--- src/rtl/cla_addsub_pipe_pkg.sv ---
// Shared constants and helpers for the pipelined
// carry-lookahead adder/subtractor.
package cla_addsub_pipe_pkg;

  localparam logic MODE_ADD = 1'b0;
  localparam logic MODE_SUB = 1'b1;

  function automatic int ngroups(input int w, input int g);
    return (w + g - 1) / g;
  endfunction

  function automatic int padw(input int w, input int g);
    return ngroups(w, g) * g;
  endfunction

  typedef struct packed {
    logic [63:0] sum;
    logic        cout;
    logic        ovf;
    logic        zero;
  } ref_t;

  // Arithmetic model of one beat, widths up to 64 bits.
  function automatic ref_t ref_calc(
    input int          w,
    input logic [63:0] a,
    input logic [63:0] b,
    input logic        sub
  );
    ref_t        r;
    logic [63:0] mask;
    logic [63:0] am;
    logic [63:0] bm;
    logic [64:0] full;
    logic        cm;
    mask = (w >= 64) ? '1 : ((64'd1 << w) - 64'd1);
    am   = a & mask;
    bm   = (sub ? ~b : b) & mask;
    full = {1'b0, am} + {1'b0, bm} + 65'(sub);
    cm   = full[w-1] ^ am[w-1] ^ bm[w-1];
    r.sum  = full[63:0] & mask;
    r.cout = full[w];
    r.ovf  = full[w] ^ cm;
    r.zero = (r.sum == 64'd0);
    return r;
  endfunction

endpackage

--- src/rtl/cla_group_gen.sv ---
// One lookahead group: flattened sum-of-products
// carries plus group propagate/generate.
module cla_group_gen #(
  parameter int GROUP = 3
) (
  input  logic [GROUP-1:0] p,
  input  logic [GROUP-1:0] g,
  input  logic             cin,
  output logic [GROUP:1]   c,
  output logic             gp,
  output logic             gg
);

  function automatic logic la(
    input logic [GROUP-1:0] pv,
    input logic [GROUP-1:0] gv,
    input logic             ci,
    input int               n
  );
    logic r;
    logic t;
    r = ci;
    for (int j = 0; j < GROUP; j++)
      if (j < n) r = r & pv[j];
    for (int j = 0; j < GROUP; j++) begin
      if (j < n) begin
        t = gv[j];
        for (int k = 0; k < GROUP; k++)
          if (k > j && k < n) t = t & pv[k];
        r = r | t;
      end
    end
    return r;
  endfunction

  // Each carry is an independent product sum, no ripple.
  always_comb begin
    c = '0;
    for (int i = 1; i <= GROUP; i++)
      c[i] = la(p, g, cin, i);
  end

  assign gp = &p;
  assign gg = la(p, g, 1'b0, GROUP);

endmodule

--- src/rtl/cla_addsub_pipe.sv ---
// Two-stage pipelined carry-lookahead add/sub
// with status flags and valid/ready handshake.
module cla_addsub_pipe
  import cla_addsub_pipe_pkg::*;
#(
  parameter int WIDTH = 15,
  parameter int GROUP = 3
) (
  input  logic             clk,
  input  logic             rst_n,
  input  logic             in_valid,
  output logic             in_ready,
  input  logic [WIDTH-1:0] in_a,
  input  logic [WIDTH-1:0] in_b,
  input  logic             in_sub,
  output logic             out_valid,
  input  logic             out_ready,
  output logic [WIDTH-1:0] out_sum,
  output logic             out_cout,
  output logic             out_ovf,
  output logic             out_zero
);

  localparam int NG = ngroups(WIDTH, GROUP);
  localparam int PW = padw(WIDTH, GROUP);

  logic [WIDTH-1:0] bx;
  logic [PW-1:0]    ap;
  logic [PW-1:0]    bp;
  logic [PW-1:0]    p_in;
  logic [PW-1:0]    g_in;
  logic [NG-1:0]    gp_in;
  logic [NG-1:0]    gg_in;
  logic [PW-1:0]    s1_c_unused;

  logic             s1_valid;
  logic [PW-1:0]    s1_p;
  logic [PW-1:0]    s1_g;
  logic [NG-1:0]    s1_gp;
  logic [NG-1:0]    s1_gg;
  logic             s1_cin;

  logic             s2_valid;
  logic             s2_load;
  logic             s1_load;
  logic [NG-1:0]    gc;
  logic [PW:0]      cv;
  logic [NG-1:0]    s2_gp_unused;
  logic [NG-1:0]    s2_gg_unused;
  logic [WIDTH-1:0] sum_nxt;
  logic             t;
  logic             acc;

  assign s2_load   = s1_valid & (~s2_valid | out_ready);
  assign in_ready  = ~s1_valid | s2_load;
  assign s1_load   = in_valid & in_ready;
  assign out_valid = s2_valid;

  // Pad bits stay zero so they never propagate.
  assign bx   = in_b ^ {WIDTH{in_sub == MODE_SUB}};
  assign ap   = PW'(in_a);
  assign bp   = PW'(bx);
  assign p_in = ap ^ bp;
  assign g_in = ap & bp;

  for (genvar k = 0; k < NG; k++) begin : g_s1
    cla_group_gen #(.GROUP(GROUP)) u_grp (
      .p   (p_in[k*GROUP +: GROUP]),
      .g   (g_in[k*GROUP +: GROUP]),
      .cin (1'b0),
      .c   (s1_c_unused[k*GROUP +: GROUP]),
      .gp  (gp_in[k]),
      .gg  (gg_in[k])
    );
  end

  // Stage-1 occupancy.
  always_ff @(posedge clk) begin
    if (!rst_n) s1_valid <= 1'b0;
    else if (in_ready) s1_valid <= in_valid;
  end

  // Stage-1 payload, captured only on accept.
  always_ff @(posedge clk) begin
    if (s1_load) begin
      s1_p   <= p_in;
      s1_g   <= g_in;
      s1_gp  <= gp_in;
      s1_gg  <= gg_in;
      s1_cin <= (in_sub == MODE_SUB);
    end
  end

  // Group carries as one flat product sum.
  always_comb begin
    gc  = '0;
    t   = 1'b0;
    acc = 1'b0;
    gc[0] = s1_cin;
    for (int k = 1; k < NG; k++) begin
      t = s1_cin;
      for (int j = 0; j < NG; j++)
        if (j < k) t = t & s1_gp[j];
      acc = t;
      for (int j = 0; j < NG; j++) begin
        if (j < k) begin
          t = s1_gg[j];
          for (int m = 0; m < NG; m++)
            if (m > j && m < k) t = t & s1_gp[m];
          acc = acc | t;
        end
      end
      gc[k] = acc;
    end
  end

  assign cv[0] = s1_cin;

  for (genvar k = 0; k < NG; k++) begin : g_s2
    cla_group_gen #(.GROUP(GROUP)) u_grp (
      .p   (s1_p[k*GROUP +: GROUP]),
      .g   (s1_g[k*GROUP +: GROUP]),
      .cin (gc[k]),
      .c   (cv[k*GROUP+1 +: GROUP]),
      .gp  (s2_gp_unused[k]),
      .gg  (s2_gg_unused[k])
    );
  end

  if (PW > WIDTH) begin : g_pad
    logic [PW-WIDTH-1:0] pad_c_unused;
    assign pad_c_unused = cv[PW:WIDTH+1];
  end

  assign sum_nxt = s1_p[WIDTH-1:0] ^ cv[WIDTH-1:0];

  // Output stage: load, drain or hold under stall.
  always_ff @(posedge clk) begin
    if (!rst_n) begin
      s2_valid <= 1'b0;
      out_sum  <= '0;
      out_cout <= 1'b0;
      out_ovf  <= 1'b0;
      out_zero <= 1'b0;
    end else if (s2_load) begin
      s2_valid <= 1'b1;
      out_sum  <= sum_nxt;
      out_cout <= cv[WIDTH];
      out_ovf  <= cv[WIDTH] ^ cv[WIDTH-1];
      out_zero <= (sum_nxt == '0);
    end else if (out_ready) begin
      s2_valid <= 1'b0;
    end
  end

endmodule

--- config.mk ---
export PLATFORM = sky130hd
export DESIGN_NAME = cla_addsub_pipe
export DESIGN_NICKNAME = d
export VERILOG_FILES = /design/src/rtl/cla_addsub_pipe_pkg.sv /design/src/rtl/cla_group_gen.sv /design/src/rtl/cla_addsub_pipe.sv
export SDC_FILE = /design/constraint.sdc
export NUM_CORES = 1
export LEC_CHECK = 0
export ABC_AREA = 1
export BUFFER_PORTS_ARGS = -buffer_cell sky130_fd_sc_hd__buf_2
export CORE_ASPECT_RATIO = 0.75
export CORE_MARGIN = 1
export CORE_UTILIZATION = 55
export CTS_CLUSTER_DIAMETER = 40
export DETAILED_ROUTE_END_ITERATION = 16
export PLACE_DENSITY = 0.8
export SLEW_MARGIN = 10
export SYNTH_ARGS = -nofsm -noshare
export SYNTH_HDL_FRONTEND = slang
export SYNTH_SLANG_ARGS = --single-unit
export TNS_END_PERCENT = 20
--- constraint.sdc ---
create_clock -name clk -period 5.1 [get_ports clk]
set_input_delay 0.51 -clock clk [delete_from_list [all_inputs] [get_ports clk]]
set_output_delay 0.51 -clock clk [all_outputs]
set_load 0.01 [all_outputs]
==> flow_summary.ini, run 1 <==
[die]
die_w_microns = 86.7
io_pins = 55
dieArea_sq_um = 5680
die_h_microns = 65.5
coreArea_sq_um = 5040
rows = 22
start_util_pct = 58.8

[setup_path]
crit_family = simple AND/OR/NAND/NOR gates
critical_path.cell_chain = ha_1 -> o21bai_1 -> nand2_1 -> nor2_1 -> nand2_1 -> nor2_2 -> nand2_1 -> nor2_2 -> nand3_1 -> nor2_1 -> nand3_1 -> a21oi_2
crit_top_cell = nand2_1
cp_slowest_cell = edfxtp_1
rr_worst_depth = 12
r2r_slack_ns = 3.26
start_kind = flop
critical_path_buf_inv_count = 0
cp_max_fo = 4
arrival_ns = 2.11
path_class = flop to flop
worst-endpoint-required_ns = 5.37
worstSetupPathDepth = 12
cp-end-kind = flop
critPathMaxStageDelay_ns = 0.47

[placed_design]
post-dp-hpwl_microns = 3870
io_buffers = 54
routabilityCongestion = 0.774

[logic_synthesis]
ys_top_cells_by_area = edfxtp_1 40%, dfxtp_1 14%, nand2_1 7.0%
yosys.cell_types.count = 27
synth.most_common_cell = nand2_1
ys_seq_elements = 59
synthDominantCellAreaShare_pct = 39.6
ys_seq_area_share_pct = 53.1
yosysWarnings = 0
synth_common_cells = 55 x nand2_1, 46 x inv_1, 39 x edfxtp_1
async_flop_share_pct = 0
synth_area_per_cell_sq_um = 9.64
synthCells = 307
synth.cell_area_sq_um = 2960
ys_dominant_reg_cell = edfxtp_1
synth_edf_count = 39
syn-num-nets = 358
synth_top_cell_by_area = edfxtp_1

[min_path]
hp-class = primary input to flop
whs_path_depth = 3

[timing]
setup_tns_ns = 0
finalHoldViolCount = 0
rsz0062_at_grt = no
report.final.slew_viol_count = 0
skew_ns = 0.00390
max_slew_margin_pct = 66.8
layout_min_cycle_time_ns = 1.84
finalSetupViolCount = 0
hold_slack_ns = 0.448
post-route-period-util_pct = 36.0
max_freq_ghz = 0.545
worst-slew-pin-transition_ns = 0.499

[layout]
area_growth_pct = 17.2
final_layout_size_suffix_gt1_share_pct = 25.2
finalNetCount = 419
utilization_pct = 68.9
diodes = 0

[clock_tree]
post_cts_buffers = 0
cts_buffers = 9
cts_buffer_depth = 2
insertion_delay_ns = 0.34
cts.sinks = 59
cts_max_level = 3
cts_resized = 0
cts_tree = done
root_buffer = clkbuf_8
clk_pin_slew_ns = 0.06
hold_buffers = 0

[global_routing]
grt_antenna_before_repair = 0
gr-total-overflow = 0
track_usage_pct = 21.5
grt_max_degree = 40
grt_pass1_vias = 1932
grt_pass1_wl_microns = 8800

[route]
viasPerCell = 4.91
wl_microns = 5280
drc = 0
ant_nets = 0
dr.pass1.iters = 4
num_vias = 2185
drt_iter0_markers = 77
wl_per_cell_microns = 11.9

[power]
ir_drop_v = 0.000195
p_leak_nw = 1.70
power_density_nw_per_um2 = 327

[run]
drv_cap = 0

[status]
outcome = complete, no violations
==> power by group <==
group	internal, W	switching, W	leakage, nW	total [W]
clock network	0.000171	0.000179	0.0856	0.000350
logic	0.0000782	0.000114	1.06	0.000192
registers	0.000562	0.0000300	0.555	0.000592
total	0.000812	0.000323	1.70	0.00113
==> tightest hold or removal path, cell delays in order <==
cell and delay (ns):
buf_2 0.10, nand2_1 0.07, a21oi_1 0.06
==> cell type report <==
class	instances	area (sq um)
sequential	59	1570
fill	414	1570
multi-input combinational	194	1180
timing repair buffer	56	285
inverter	48	180
clock buffer	10	128
tap	72	90.1
clock inverter	6	32.5
==> final timing paths <==
path | start | end
worst max-delay path | s1_cin | out_zero
worst min-delay path | in_valid | s1_valid
worst max register to register | s1_cin | out_zero
worst min register to register | out_ovf | out_ovf
==> stage by stage <==
stage / total power, W / setup WS, ns / area, sq um / cells
after floorplan: 0.000731 / 3.14 / 2960 / 307
after global placement: 0.000788 / 3.17 / 3310 / 429
after detailed placement: 0.000795 / 3.12 / 3310 / 429
after CTS: 0.00115 / 3.26 / 3470 / 445
after global routing: 0.00120 / 3.06 / 3470 / 445
final: 0.00113 / 3.26 / 3470 / 445
==> registers in the layout, indices dropped and copies added, names as in the netlist <==
name,count
out_cout,1
s1_g,15
s1_valid,1
s1_cin,1
out_valid,1
out_ovf,1
s1_gg,4
s1_p,15
out_zero,1
s1_gp,4
out_sum,15
==> cells in the final DEF, fill, tap and decap left out <==
cell type,netlist,routed
clkinv_1,1,1
nand3_2,4,4
inv_2,1,1
clkinv_2,0,5
nand2_4,1,1
nand2_2,12,12
nand3b_1,5,5
nand2_1,55,55
buf_2,3,54
o21bai_1,4,4
and3_1,1,1
buf_4,0,2
o21ai_0,7,7
a21oi_1,7,7
o211ai_1,10,10
nand3_1,21,21
nor2_2,3,3
clkbuf_1,2,1
clkinvlp_4,0,1
edfxtp_1,39,39
inv_1,46,46
o211a_1,1,1
nor2_1,17,17
ha_1,16,16
dfxtp_1,20,20
a31oi_1,1,1
xor2_1,16,16
nand4_1,11,11
clkbuf_8,0,9
a21oi_2,2,2
==> kinds of logic (layout without fill, tap and decap cells) <==
kind of cell / count (synthesis) / in the layout / share of synthesized area [%]
XOR/XNOR: 16 / 16 / 4.73
AO/OA/AOI/OAI: 32 / 32 / 7.06
adder cells (fa/ha/maj): 16 / 16 / 6.76
buffers and inverters: 54 / 120 / 6.97
AND/OR/NAND/NOR: 130 / 130 / 21.4
flip-flops: 59 / 59 / 53.1
==> routing by layer <==
layer	vias to the layer above	track usage [%]	share of wire (%)
met5	-	0	0
li1	1153	-	-
met2	53	33.1	45
met4	0	6.88	0.93
met1	973	27.7	49
met3	6	8.54	5.0
(Power assumes the default switching activity.)
==> inputs of run 2 (changes only) <==
- clock period: 5.1 -> 1.9 ns (I/O delays scaled with it)
==> run 2 against run 1 <==
Combinational power rose to 2.8 times the previous value. Design area rose by 2.1%. Clock-buffer cell count rose by 5. First-iteration DRC count rose by 26%. Largest power group unchanged.
==> flow_summary.ini, run 2 (synthesis results as in run 1) <==
[setup_path]
r2r_slack_ns = 0.17
arrival_ns = 1.97
path_class = flop to flop
worst-endpoint-required_ns = 2.13
cp-end-kind = flop
crit_top_cell = nand2_1
critPathMaxStageDelay_ns = 0.41
cp_slowest_cell = edfxtp_1
critical_path.cell_chain = buf_4 -> nand4_1 -> nand4_1 -> nand2_1 -> nand2_1 -> nand2_1 -> nand2_2 -> nand2_2 -> nand3b_1 -> nand2_1 -> nand2_1 -> o211ai_1 -> inv_1
rr_worst_depth = 13
reg2reg_from = s1_cin
start_kind = flop
cp_max_fo = 4
timing.rr.end = out_sum[14]

[global_routing]
grt_pass1_wl_microns = 9320
grt_max_degree = 40
grt_pass1_vias = 2060
gr-total-overflow = 0
track_usage_pct = 22.8
grt_antenna_before_repair = 0

[clock_tree]
clk_pin_slew_ns = 0.06
cts_buffer_depth = 2
insertion_delay_ns = 0.34
cts_buffers = 9
cts_tree = done
cts_max_level = 3
root_buffer = clkbuf_8
cts.sinks = 59
hold_buffers = 0

[power]
p_leak_nw = 1.73
power_density_nw_per_um2 = 918
netSwitchingPower_w = 0.000874
power_frac_comb_pct = 16.5
power.share.clock_pct = 34.6
switching_share_pct = 26.9
ir_drop_v = 0.000576
internal_power_w = 0.00238
seq_power_share_pct = 48.9

[timing]
rsz0062_at_grt = yes
finalWorstSetupSlack_ns = 0.167
report.final.slew_viol_count = 0
layout_min_cycle_time_ns = 1.73
worst-slew-pin-transition_ns = 0.395
post-route-period-util_pct = 91.2
max_slew_margin_pct = 73.7
finalSetupViolCount = 0
finalHoldViolCount = 0
max_freq_ghz = 0.577
skew_ns = 0.00832

[layout]
multiInputGateArea_sq_um = 1180
ff_latch_area_sq_um = 1570
diodes = 0
final_cells = 447
top_regs = out_sum (15), s1_g (15), s1_p (15)
area_growth_pct = 19.6
final_cell_mix = 55 x nand2_1, 54 x buf_2, 46 x inv_1, 39 x edfxtp_1, 21 x nand3_1
fillers = 399
finalNetCount = 421
stdcell_area_sq_um = 3540
final_layout_size_suffix_gt1_share_pct = 25.9
final_common_cell = nand2_1
utilization_pct = 70.3

[route]
viasPerCell = 5.08
drc = 0
drt_iter0_markers = 97
wl_per_cell_microns = 12.8
num_vias = 2270
wl_microns = 5730
dr.pass1.iters = 4
ant_nets = 0

[die]
rows = 22
start_util_pct = 58.8
coreArea_sq_um = 5040
io_pins = 55
dieArea_sq_um = 5680
die_w_microns = 86.7
die_h_microns = 65.5

[placed_design]
postPlaceCellArea_sq_um = 3330
dp_slack_ns = 0.104
routabilityCongestion = 0.777
post-dp-hpwl_microns = 4210
io_buffers = 54
dp.cells = 430

[min_path]
whs_path_depth = 3
hp-class = primary input to flop
whs_endpoint = s1_valid
holdCritStartpoint = in_valid

[status]
outcome = complete, no violations

[run]
drv_cap = 0
## run 2: cell types whose count changed in the layout (fill, tap and decap cells not counted), sizes merged
cell and delta:
buf +2, clkbuf +5, clkinv -4, clkinvlp -1
## run 2: area by class of cell
cell class | instances | area share (%)
Sequential cell | 59 | 44.4
Tap cell | 72 | 2.54
Multi-Input combinational cell | 194 | 33.5
Inverter | 48 | 5.09
Clock buffer | 15 | 5.55
Timing Repair Buffer | 58 | 8.83
Clock inverter | 1 | 0.141
## run 2: per-stage QoR
| step | power [W] | hold WS, ns | setup TNS (ns) |
|---|---|---|---|
| after global routing | 0.00342 | 0.122 | -0.0140 |
| after floorplan | 0.00196 | 0.289 | 0 |
| after global placement | 0.00212 | 0.455 | 0 |
| final | 0.00325 | 0.120 | 0 |
| after CTS | 0.00327 | 0.0986 | 0 |
| after detailed placement | 0.00215 | 0.474 | 0 |
## run 2: power groups by stage
stage	sequential (W)	clock, W	combinational, W
final	0.00159	0.00112	0.000537
after floorplan	0.00161	0	0.000351
after global routing	0.00160	0.00120	0.000613
after detailed placement	0.00161	0	0.000534
after global placement	0.00161	0	0.000510
after CTS	0.00159	0.00115	0.000538
## run 2: repair_timing
| item | CTS | global route |
|---|---|---|
| gates resized for setup | 0 | 1 |
| setup buffers | 0 | 1 |
| endpoints found under the setup margin | 0 | 1 |
## run 2: how the worst max path moves through the flow
| stage | start | end | slack [ns] | cells past startpoint |
|---|---|---|---|---|
| 5_1_grt | s1_cin | out_sum[14] | -0.01 | 13 |
| 4_1_cts | s1_cin | out_zero | 0.08 | 12 |
| 3_3_place_gp | s1_cin | out_zero | 0.17 | 12 |
| 3_5_place_dp | s1_cin | out_zero | 0.10 | 12 |
| 2_1_floorplan | out_valid | s1_cin | 0.11 | 3 |
| 6_report | s1_cin | out_sum[14] | 0.17 | 13 |
## run 2: metal layers
layer	track usage, %	vias to the layer above	share of wire [%]
met5	0	-	0
met4	13.1	0	2.6
met3	7.79	14	6.7
met2	33.8	75	44
met1	29.0	1027	47
li1	-	1154	-
## run 2: worst max-delay path: cells and delay by family (launching register included)
kind / cells / cell delay (ns)
simple gates: 10 / 0.89
compound gates: 1 / 0.09
flops: 1 / 0.41
buf+inv: 2 / 0.22
==> inputs of run 3 (changes only) <==
- HOLD_SLACK_MARGIN: not set -> 0.15
==> run 3 against run 2 <==
First-iteration DRC count increased by 6.2%. Design area grew 1.7%. Core utilization up 1.2 points. Register-to-register slack about the same. Critical endpoint unchanged. Flip-flop and latch count is the same. Cell count is 1.3% higher. Hold slack better by 0.053 ns.
==> flow_summary.ini, run 3 (synthesis results as in run 1) <==
[status]
outcome = complete, no violations

[clock_tree]
cts_tree = done
root_buffer = clkbuf_8
cts.sinks = 59
cts_buffers = 9
cts_max_level = 3
insertion_delay_ns = 0.34
clk_pin_slew_ns = 0.07
cts_buffer_depth = 2

[layout]
finalNetCount = 427
top_regs = out_sum (15), s1_g (15), s1_p (15)
final_layout_size_suffix_gt1_share_pct = 25.5
final_cells = 453
area_growth_pct = 21.6
utilization_pct = 71.5
final_common_cell = nand2_1
diodes = 0
final_cell_mix = 55 x nand2_1, 54 x buf_2, 46 x inv_1, 39 x edfxtp_1, 21 x nand3_1

[die]
start_util_pct = 58.8
coreArea_sq_um = 5040
io_pins = 55
die_w_microns = 86.7
dieArea_sq_um = 5680
rows = 22
die_h_microns = 65.5

[timing]
finalWorstSetupSlack_ns = 0.153
max_slew_margin_pct = 73.5
rsz0062_at_grt = yes
report.final.slew_viol_count = 0
finalSetupViolCount = 0
post-route-period-util_pct = 91.9
max_freq_ghz = 0.572
worst-slew-pin-transition_ns = 0.397
skew_ns = 0.00988
finalHoldViolCount = 0
layout_min_cycle_time_ns = 1.75

[route]
ant_nets = 0
wl_per_cell_microns = 12.8
viasPerCell = 5.06
num_vias = 2292
drc = 0
wl_microns = 5820
dr.pass1.iters = 4
drt_iter0_markers = 103

[run]
drv_cap = 0

[setup_path]
start_kind = flop
cp_max_fo = 4
cp-end-kind = flop
path_class = flop to flop
arrival_ns = 1.98
worst-endpoint-required_ns = 2.13

[global_routing]
grt_antenna_before_repair = 0
track_usage_pct = 23.1
grt_max_degree = 40
grt_pass1_wl_microns = 9470
gr-total-overflow = 0
grt_pass1_vias = 2094

[power]
ir_drop_v = 0.000576
p_leak_nw = 1.76
power_density_nw_per_um2 = 906

[min_path]
hp-class = primary input to flop

[placed_design]
dp_slack_ns = 0.104
routabilityCongestion = 0.777
post-dp-hpwl_microns = 4210
dp.cells = 430
io_buffers = 54
[run 3: report_power, final]
part / internal [W] / leakage, nW / switching (W)
registers: 0.00151 / 0.555 / 0.0000792
logic: 0.000225 / 1.10 / 0.000321
clock network: 0.000650 / 0.106 / 0.000477
total: 0.00238 / 1.76 / 0.000877
[run 3: metal layers]
metal / vias up / GRT usage (%) / part of all wire [%]
met5: - / 0 / 0
met4: 0 / 13.1 / 2.5
met3: 14 / 7.79 / 7.1
met2: 86 / 34.9 / 44
met1: 1026 / 29.2 / 46
li1: 1166 / - / -
[run 3: worst paths after layout]
kind | start | slack (ns) | end | cells after the start
worst max-delay path | s1_cin | 0.15 | out_sum[14] | 13
worst min-delay path | in_a[2] | 0.17 | s1_p[2] | 2
worst max register to register | s1_cin | 0.15 | out_sum[14] | 13
worst min register to register | s1_valid | 0.48 | out_valid | 2
[run 3: layout make-up]
type | count | area [sq um]
sequential | 59 | 1570
fill | 386 | 1440
multi-input combinational | 194 | 1180
timing repair buffer | 64 | 373
clock buffer | 15 | 196
inverter | 48 | 180
tap | 72 | 90.1
clock inverter | 1 | 5.00
[run 3: stage by stage]
stage | setup TNS, ns | power [W] | hold slack, ns | cell area [sq um]
floorplan | 0 | 0.00196 | 0.289 | 2960
global placement | 0 | 0.00212 | 0.455 | 3330
detailed placement | 0 | 0.00215 | 0.474 | 3330
CTS | 0 | 0.00328 | 0.153 | 3590
global route | -0.0140 | 0.00343 | 0.181 | 3600
finish | 0 | 0.00326 | 0.173 | 3600
[run 3: critical path, cell delays in order, from the launching register on]
cell	delay (ns)
edfxtp_1	0.41
buf_4	0.17
nand4_1	0.07
nand4_1	0.18
nand2_1	0.11
nand2_1	0.05
nand2_1	0.10
nand2_2	0.07
nand2_2	0.07
nand3b_1	0.07
nand2_1	0.11
nand2_1	0.07
o211ai_1	0.10
inv_1	0.06
[run 3: repair_timing]
item                                    4_1_cts  5_1_grt
buffers inserted                              0        1
endpoints found under the hold margin         9        0
hold buffers                                  6        0
endpoints found under the setup margin        0        1
gates resized for setup                       0        1
